<file path="src/rtl/tone_pkg.sv">
// rtl/tone_pkg.sv - shared tone constants and FSM state codes
package tone_pkg;

   localparam int TONE_CNT_W   = 32;
   localparam int TONE_TIMEOUT = 1_000_000;

   localparam logic [1:0] ST_IDLE = 2'd0;
   localparam logic [1:0] ST_ARM  = 2'd1;
   localparam logic [1:0] ST_MEAS = 2'd2;

endpackage

</file>
<file path="src/rtl/sync_edge.sv">
// rtl/sync_edge.sv - two-flop synchronizer with delayed copy and rise/fall strobes
module sync_edge (
   input  logic clk_i,
   input  logic rst_n_i,
   input  logic d_i,
   output logic sync_o,
   output logic rise_o,
   output logic fall_o
);

   logic meta_q;
   logic sync_q;
   logic sync_dly_q;

   always_ff @(posedge clk_i or negedge rst_n_i) begin
      if (!rst_n_i) begin
         meta_q     <= 1'b0;
         sync_q     <= 1'b0;
         sync_dly_q <= 1'b0;
      end else begin
         meta_q     <= d_i;
         sync_q     <= meta_q;
         sync_dly_q <= sync_q;
      end
   end

   assign sync_o = sync_q;
   assign rise_o = sync_q & ~sync_dly_q;
   assign fall_o = ~sync_q & sync_dly_q;

endmodule

</file>
<file path="src/rtl/tone_period_meter.sv">
// rtl/tone_period_meter.sv - averaged period / high-time meter for a square-wave tone
module tone_period_meter
   import tone_pkg::*;
#(
   parameter int CNT_W    = TONE_CNT_W,
   parameter int AVG_LOG2 = 2,
   parameter int TIMEOUT  = TONE_TIMEOUT
) (
   input  logic             clk_i,
   input  logic             rst_n_i,
   input  logic             en_i,
   input  logic             tone_in_i,
   output logic [CNT_W-1:0] period_o,
   output logic [CNT_W-1:0] high_time_o,
   output logic             valid_o,
   output logic             no_tone_o
);

   localparam int                ACC_W     = CNT_W + AVG_LOG2;
   localparam int                NPER_W    = AVG_LOG2 + 1;
   localparam logic [CNT_W-1:0]  TO_CNT    = CNT_W'(TIMEOUT);
   localparam logic [CNT_W-1:0]  ARM_LAST  = CNT_W'(TIMEOUT - 1);
   localparam logic [NPER_W-1:0] NPER_LAST = NPER_W'((1 << AVG_LOG2) - 1);

   logic sync;
   logic rise;
   logic unused_fall;

   sync_edge u_sync (
      .clk_i   (clk_i),
      .rst_n_i (rst_n_i),
      .d_i     (tone_in_i),
      .sync_o  (sync),
      .rise_o  (rise),
      .fall_o  (unused_fall)
   );

   logic [1:0]        state_q, state_d;
   logic [CNT_W-1:0]  cnt_q, cnt_d;
   logic [CNT_W-1:0]  hcnt_q, hcnt_d;
   logic [ACC_W-1:0]  acc_p_q, acc_p_d;
   logic [ACC_W-1:0]  acc_h_q, acc_h_d;
   logic [NPER_W-1:0] nper_q, nper_d;
   logic [CNT_W-1:0]  period_q, period_d;
   logic [CNT_W-1:0]  high_q, high_d;
   logic              valid_q, valid_d;
   logic              no_tone_q, no_tone_d;
   logic [ACC_W-1:0]  sum_p;
   logic [ACC_W-1:0]  sum_h;

   // Batch totals including the period closing at this rise.
   assign sum_p = acc_p_q + ACC_W'(cnt_q);
   assign sum_h = acc_h_q + ACC_W'(hcnt_q);

   always_comb begin
      state_d   = state_q;
      cnt_d     = cnt_q;
      hcnt_d    = hcnt_q;
      acc_p_d   = acc_p_q;
      acc_h_d   = acc_h_q;
      nper_d    = nper_q;
      period_d  = period_q;
      high_d    = high_q;
      valid_d   = 1'b0;
      no_tone_d = no_tone_q;
      if (!en_i) begin
         state_d = ST_IDLE;
         cnt_d   = '0;
         hcnt_d  = '0;
         acc_p_d = '0;
         acc_h_d = '0;
         nper_d  = '0;
      end else begin
         case (state_q)
            ST_IDLE: begin
               state_d = ST_ARM;
               cnt_d   = '0;
            end
            ST_ARM: begin
               // cnt doubles as the arming wait counter here.
               if (rise) begin
                  state_d = ST_MEAS;
                  cnt_d   = CNT_W'(1);
                  hcnt_d  = CNT_W'(1);
                  acc_p_d = '0;
                  acc_h_d = '0;
                  nper_d  = '0;
               end else if (cnt_q >= ARM_LAST) begin
                  no_tone_d = 1'b1;
                  cnt_d     = '0;
               end else begin
                  cnt_d = cnt_q + 1'b1;
               end
            end
            ST_MEAS: begin
               if (rise) begin
                  cnt_d  = CNT_W'(1);
                  hcnt_d = CNT_W'(1);
                  if (nper_q == NPER_LAST) begin
                     period_d  = CNT_W'(sum_p >> AVG_LOG2);
                     high_d    = CNT_W'(sum_h >> AVG_LOG2);
                     valid_d   = 1'b1;
                     no_tone_d = 1'b0;
                     acc_p_d   = '0;
                     acc_h_d   = '0;
                     nper_d    = '0;
                  end else begin
                     acc_p_d = sum_p;
                     acc_h_d = sum_h;
                     nper_d  = nper_q + 1'b1;
                  end
               end else if (cnt_q == TO_CNT) begin
                  state_d   = ST_ARM;
                  no_tone_d = 1'b1;
                  cnt_d     = '0;
                  hcnt_d    = '0;
                  acc_p_d   = '0;
                  acc_h_d   = '0;
                  nper_d    = '0;
               end else begin
                  cnt_d  = cnt_q + 1'b1;
                  hcnt_d = hcnt_q + CNT_W'(sync);
               end
            end
            default: state_d = ST_IDLE;
         endcase
      end
   end

   always_ff @(posedge clk_i or negedge rst_n_i) begin
      if (!rst_n_i) begin
         state_q   <= ST_IDLE;
         cnt_q     <= '0;
         hcnt_q    <= '0;
         acc_p_q   <= '0;
         acc_h_q   <= '0;
         nper_q    <= '0;
         period_q  <= '0;
         high_q    <= '0;
         valid_q   <= 1'b0;
         no_tone_q <= 1'b0;
      end else begin
         state_q   <= state_d;
         cnt_q     <= cnt_d;
         hcnt_q    <= hcnt_d;
         acc_p_q   <= acc_p_d;
         acc_h_q   <= acc_h_d;
         nper_q    <= nper_d;
         period_q  <= period_d;
         high_q    <= high_d;
         valid_q   <= valid_d;
         no_tone_q <= no_tone_d;
      end
   end

   assign period_o    = period_q;
   assign high_time_o = high_q;
   assign valid_o     = valid_q;
   assign no_tone_o   = no_tone_q;

endmodule

</file>
<file path="config.mk">
export PLATFORM = sky130hd
export DESIGN_NAME = tone_period_meter
export DESIGN_NICKNAME = d
export VERILOG_FILES = /design/src/rtl/tone_pkg.sv /design/src/rtl/sync_edge.sv /design/src/rtl/tone_period_meter.sv
export SDC_FILE = /design/constraint.sdc
export NUM_CORES = 1
export LEC_CHECK = 0
export ABC_AREA = 1
export ABC_CLOCK_PERIOD_IN_PS = 2500
export CAP_MARGIN = 20
export CORE_MARGIN = 4
export CORE_UTILIZATION = 32
export CTS_CLUSTER_DIAMETER = 80
export CTS_CLUSTER_SIZE = 30
export DETAILED_ROUTE_END_ITERATION = 6
export SYNTH_ARGS = -nofsm -noshare
export SYNTH_HDL_FRONTEND = slang
export SYNTH_SLANG_ARGS = --single-unit
export TNS_END_PERCENT = 10
</file>
<file path="constraint.sdc">
create_clock -name clk_i -period 2.5 [get_ports clk_i]
set_clock_uncertainty 0.05 [all_clocks]
set_input_delay 0.5 -clock clk_i [delete_from_list [all_inputs] [get_ports clk_i]]
set_output_delay 0.5 -clock clk_i [all_outputs]
set_load 0.01 [all_outputs]
</file>
# Word-level counts from Yosys, hierarchy flattened
# Index checks and enable logic that the tools add are counted.
[word_totals]
reg_bits = 206
output_inout_bits = 66
n_memories = 0
inputBits = 4
ramBits = 0
mem_bits_ro = 0
latch_bits = 0
[classes]
n_eq_ne = 14
addsub = 5
div = 0
order_cmp = 1
n_shift = 0
bitwise = 2
mux = 42
reduce_logical = 7
multipliers = 0
[op_table]
columns = ["operator", "n"]
rows = [
  ["$mux W32", 9],
  ["$mux W34", 8],
  ["$pmux W34 S2", 2],
  ["$pmux W32 S3", 1],
  ["$add A34 B32 Y34", 2],
  ["$pmux W32 S2", 1],
  ["$add A32 B1 Y32", 1],
  ["$add A32 B1 Y32 const B", 1],
  ["$eq A32 B20 Y1 const B", 1],
  ["$ge A32 B20 Y1 const B", 1],
  ["$mux W3", 5],
  ["$ne A3 B3 Y1 const B", 5],
  ["$mux W1", 9],
  ["$mux W2", 4],
  ["$pmux W2 S3", 1],
  ["$pmux W3 S2", 1],
  ["$reduce_and A3 Y1", 2],
  ["$reduce_and A6 Y1", 1],
  ["$ne A2 B2 Y1 const B", 2],
  ["$ne A4 B1 Y1 const B", 1],
  ["$ne A4 B4 Y1 const B", 1],
  ["$reduce_and A4 Y1", 1],
  ["$add A3 B1 Y3 const B", 1],
  ["$eq A3 B2 Y1 const B", 1],
  ["9 further kinds", 9],
]

# Longest topological paths before layout
[logic_depth]
ltp_word = 5
ltp_mapped = 15
mapped_depth_nobuf = 14

# Hierarchy
# From an unflattened synthesis, not the netlist that was laid out.
[hier_totals]
hier_cells = 2126
hier_area_um2 = 14257.4
[by_module_without_submodules]
columns = ["mod", "n_inst", "cells_each", "area_per_inst_um2", "seq_area_each_um2"]
rows = [
  ["tone_period_meter", 1, 2119, 14167.3, 5079.9],
  ["sync_edge", 1, 7, 90.1, 75.1],
]

# Least setup slack after synthesis
# No wires, ideal clock.
[synth_timing]
path_type = "flip-flop to flip-flop"
start = "register cnt_q[0]"
end = "register acc_p_q[14]"
n_path_buf = 0
t_arrival_ns = 1.953
setup_slack_ns = 0.379
synth_period_minus_slack_ns = 2.121
stages_incl_launch_ff = 12
required_ns = 2.332
setup_time_ns = 0.118
cell_sequence = "dfrtp_1 > ha_1 > fa_1 > nand3_1 > nand2_1 > nand3_1 > nand2_1 > nand2_1 > nand2_1 > or2_2 > nand3_1 > nand2_1"
[synth_between]
elab_chain_len = 5
[synth_rtl]
columns = ["element", "line", "rtl"]
rows = [
  ["start: declaration", "tone_period_meter.sv:39", "logic [CNT_W-1:0] cnt_q, cnt_d;"],
  ["start signal: assignment", "tone_period_meter.sv:144", "cnt_q <= cnt_d;"],
  ["$add A34 B32 Y34", "tone_period_meter.sv:52", "assign sum_p = acc_p_q + ACC_W'(cnt_q);"],
  ["$mux W34", "tone_period_meter.sv:99", "if (nper_q == NPER_LAST) begin"],
  ["$mux W34", "tone_period_meter.sv:96", "if (rise) begin"],
  ["$pmux W34 S2", "tone_period_meter.sv:74", "case (state_q)"],
  ["$mux W34", "tone_period_meter.sv:66", "if (!en_i) begin"],
  ["end signal: assignment", "tone_period_meter.sv:146", "acc_p_q <= acc_p_d;"],
  ["end: declaration", "tone_period_meter.sv:41", "logic [ACC_W-1:0] acc_p_q, acc_p_d;"],
]
# Parallel ways exist; a longest one is shown, timed or not.
# A chain may end at the register's enable or synchronous reset.

# Final worst setup path
[layout_timing]
start = "register hcnt_q[5]"
end = "register high_q[13] (netlist: high_time_o[13])"
[layout_between]
elab_chain_len = 1
[layout_rtl]
columns = ["element", "line", "rtl"]
rows = [
  ["start: declaration", "tone_period_meter.sv:40", "logic [CNT_W-1:0] hcnt_q, hcnt_d;"],
  ["start signal: assignment", "tone_period_meter.sv:145", "hcnt_q <= hcnt_d;"],
  ["$add A34 B32 Y34", "tone_period_meter.sv:53", "assign sum_h = acc_h_q + ACC_W'(hcnt_q);"],
  ["end signal: assignment", "tone_period_meter.sv:150", "high_q <= high_d;"],
  ["end: declaration", "tone_period_meter.sv:45", "logic [CNT_W-1:0] high_q, high_d;"],
]
# No other way between the ends.

==> run_results.csv <==
group,metric,value,unit
run_status,status,"finished, final reports clean",
cells_and_area,final_area,16700,um2
sta,setup_viol,0,
cells_and_area,nFillCells,4672,
clock_network,clk_pin_slew_worst_paths,0.09,ns
worst_setup_path,crit_buf_inv,1,
yosys,synth_nets,2213,
power_and_ir_drop,peakVddDrop,494,uV
worst_setup_path,start_kind,"flip-flop",
global_route,antenna_found_initial,0,
worst_setup_path,cp.depth,10,
worst_setup_path,path_class,"flip-flop to flip-flop",
sta,rsz0062_at_grt,"true",
clock_network,clockBufferDepth,3,
placed_design,place_congestion,0.992,
sta,finalCriticalPeriod,2.39,ns
worst_setup_path,slowest_delay,0.47,ns
yosys,synth-seq-area-share,36.3,%
flow_run,drv_cap,0,
cells_and_area,nets,2329,
yosys,ys_warn_count,0,
sta,timing.final.crit_share,95.6,%
sta,final-max-slew-violation-count,0,
cells_and_area,area_delta_synth_final,17.6,%
cells_and_area,num_antenna_cells,0,
worst_setup_path,critPathSlowestCell,"dfrtp_1",
yosys,ys_top_cells_by_count,"nand2_1, inv_1, dfrtp_1",
clock_network,cts-root-buf,"clkbuf_16",
worst_setup_path,critPathTopFamily,"simple AND/OR/NAND/NOR gates",
yosys,ys.flop_type,"dfrtp_1",
yosys,synthTopCellsByArea,"dfrtp_1, nand2_1, inv_1",
worst_setup_path,worstPathArrival,2.74,ns
sta,relSlewSlack,59.7,%
global_route,grt-busiest-layer,"met2",
global_route,met1_usage,25.8,%
routing,drc,0,
placed_design,io_buffers,69,
clock_network,cts_buffers,16,
routing,drt-total-wl,46500,um
die,core_area,43500,um2
die,die_h,219,um
yosys,ys_async_sr_fraction,100,%
clock_network,clk-insertion-delay-late,0.54,ns
yosys,avgSynthCellArea,6.66,um2
yosys,yosysTopAreaCell,"dfrtp_1",
routing,antenna_left,0,
hold_path,hold_depth,0,
yosys,synth_top_area_share,36.3,%
sta,hold_viol_final,0,
die,start_util,32.7,%
yosys,yosysMostFrequentCell,"nand2_1",
yosys,ys_types,41,
routing,drt-pass1-iter-count,5,
clock_network,cts.sinks,206,
global_route,grt_pass1_wl,74400,um
clock_network,cts_tree,"done",
routing,wl_per_cell,16.3,um
worst_setup_path,critPathRequiredTime,2.86,ns
power_and_ir_drop,p_per_area,450,nW/um2
global_route,grt_util_met2,33.9,%
sta,fmax,419,MHz
global_route,grt_start_max_net_pins,65,
worst_setup_path,cpMostUsedCell,"nand2_1",
global_route,first_global_vias,13800,
die,dieArea,47900,um2
yosys,synth_cells,2134,
die,die_w,219,um
worst_setup_path,cp_max_fo,5,
hold_path,hp-class,"flip-flop to flip-flop",
sta,worstMarginPinSlew,0.605,ns
worst_setup_path,rr_worst_depth,10,
die,rows,76,
global_route,met3_usage,2.15,%
cells_and_area,drive_gt1_share,6.50,%
global_route,grt_overflow_total,0,
yosys,synth_enable_flop_cells,0,
worst_setup_path,cp-end-kind,"flip-flop",
power_and_ir_drop,p_leak,9.10,nW
worst_setup_path,crit_chain,"ha_1, nand2_1, inv_1, a21oi_1, nand2_1, nand3_1, nand2_1, or2_2, nand3_1, nand2_1",
placed_design,placed_area,16100,um2
routing,num_vias,13800,
global_route,track_usage,19.3,%
routing,drtIter0Drc,962,
die,ioPinCount,70,
yosys,syn_area,14200,um2
routing,via_per_inst,4.84,
yosys,synth-seq-cells,206,
placed_design,dp_hpwl,36800,um
clock_network,htreeDepth,1,
sta,whs,0.319,ns
==> stage by stage <==
step                      power, mW  instances  worst slack, ns  setup TNS (ns)  util (%)
after floorplan                4.22       2134            0.379               0         -
after global placement         4.72       2816           0.0446               0      37.0
after detailed placement       4.74       2816           0.0383               0      37.0
after CTS                      7.60       2845           0.0131               0      38.4
after global routing           7.84       2845          -0.0107         -0.0107      38.5
final                          7.51       2845            0.111               0      38.5
==> logic make-up (layout without fill, tap and decap cells) <==
kind of cell | count (synthesis) | after routing | synth area share, %
AOI/OAI and AO/OA | 160 | 160 | 6.17
xor gates and xnor gates | 59 | 59 | 3.63
and+or+nand+nor | 1326 | 1326 | 38.7
adders and majority gates | 75 | 75 | 6.71
buffers and inverters | 308 | 434 | 8.53
DFF | 206 | 206 | 36.3
==> layer usage <==
metal | routed length (um) | vias up | part of all wire (%)
li1 | - | 6964 | -
met1 | 21200 | 6460 | 46
met2 | 22500 | 277 | 48
met3 | 1730 | 69 | 3.7
met4 | 1120 | 0 | 2.4
met5 | 0 | - | 0
==> final timing paths <==
| check | startpoint | end | slack, ns |
|---|---|---|---|
| max | hcnt_q[5] | high_time_o[13] | 0.11 |
| min | u_sync.meta_q | u_sync.sync_o | 0.32 |
| max reg2reg | hcnt_q[5] | high_time_o[13] | 0.11 |
| min reg2reg | u_sync.meta_q | u_sync.sync_o | 0.32 |
| max in group asynchronous | rst_n_i | acc_p_q[1] | 1.22 |
| min in group asynchronous | rst_n_i | acc_h_q[1] | 0.48 |
==> state kept, by name (all words and copies together), names as in the netlist, 2 cells and up <==
register and count:
cnt_q 32, hcnt_q 32, period_o 32, nper_q 3, state_q 2, acc_h_q 34
acc_p_q 34, high_time_o 32
==> placed cells by master (no fill, tap or decap), types with 3 or more instances in the layout <==
master / count
nand2_1: 825
inv_1: 260
dfrtp_1: 205
nor2_1: 197
nand3_1: 188
a21oi_1: 72
ha_1: 71
clkdlybuf4s50_1: 68
buf_4: 60
o21ai_0: 58
xor2_1: 51
nor3_1: 38
nand4_1: 30
clkbuf_16: 17
o21bai_1: 11
nand3_2: 11
buf_12: 10
or2_2: 9
xnor2_1: 8
nand2_2: 7
nand3b_1: 7
inv_2: 5
a21boi_0: 4
nor2_2: 4
nor2_4: 3
nor3_2: 3
clkinv_8: 3
==> repair_timing <==
action / 4_1_cts / 5_1_grt
endpoints found under the setup margin: 0 / 30
hold buffers: 1 / 0
setup buffers: 0 / 0
hold endpoints to repair: 59 / 0
gates resized for setup: 0 / 10
==> final cells by class <==
cell class	instances	area (um2)	area share (%)
Clock inverter	10	135	0.808
Tap cell	585	732	4.38
Timing Repair Buffer	140	1360	8.11
Inverter	266	998	5.97
Clock buffer	18	429	2.57
Multi-Input combinational cell	1620	7910	47.3
Sequential cell	206	5160	30.8
==> report_power, final <==
group	internal (mW)	leakage (nW)	switching, mW
combinational	0.383	5.98	0.879
clock	1.35	0.269	1.50
sequential	3.37	2.86	0.0353
No activity file was read; power rests on OpenSTA's default activity.
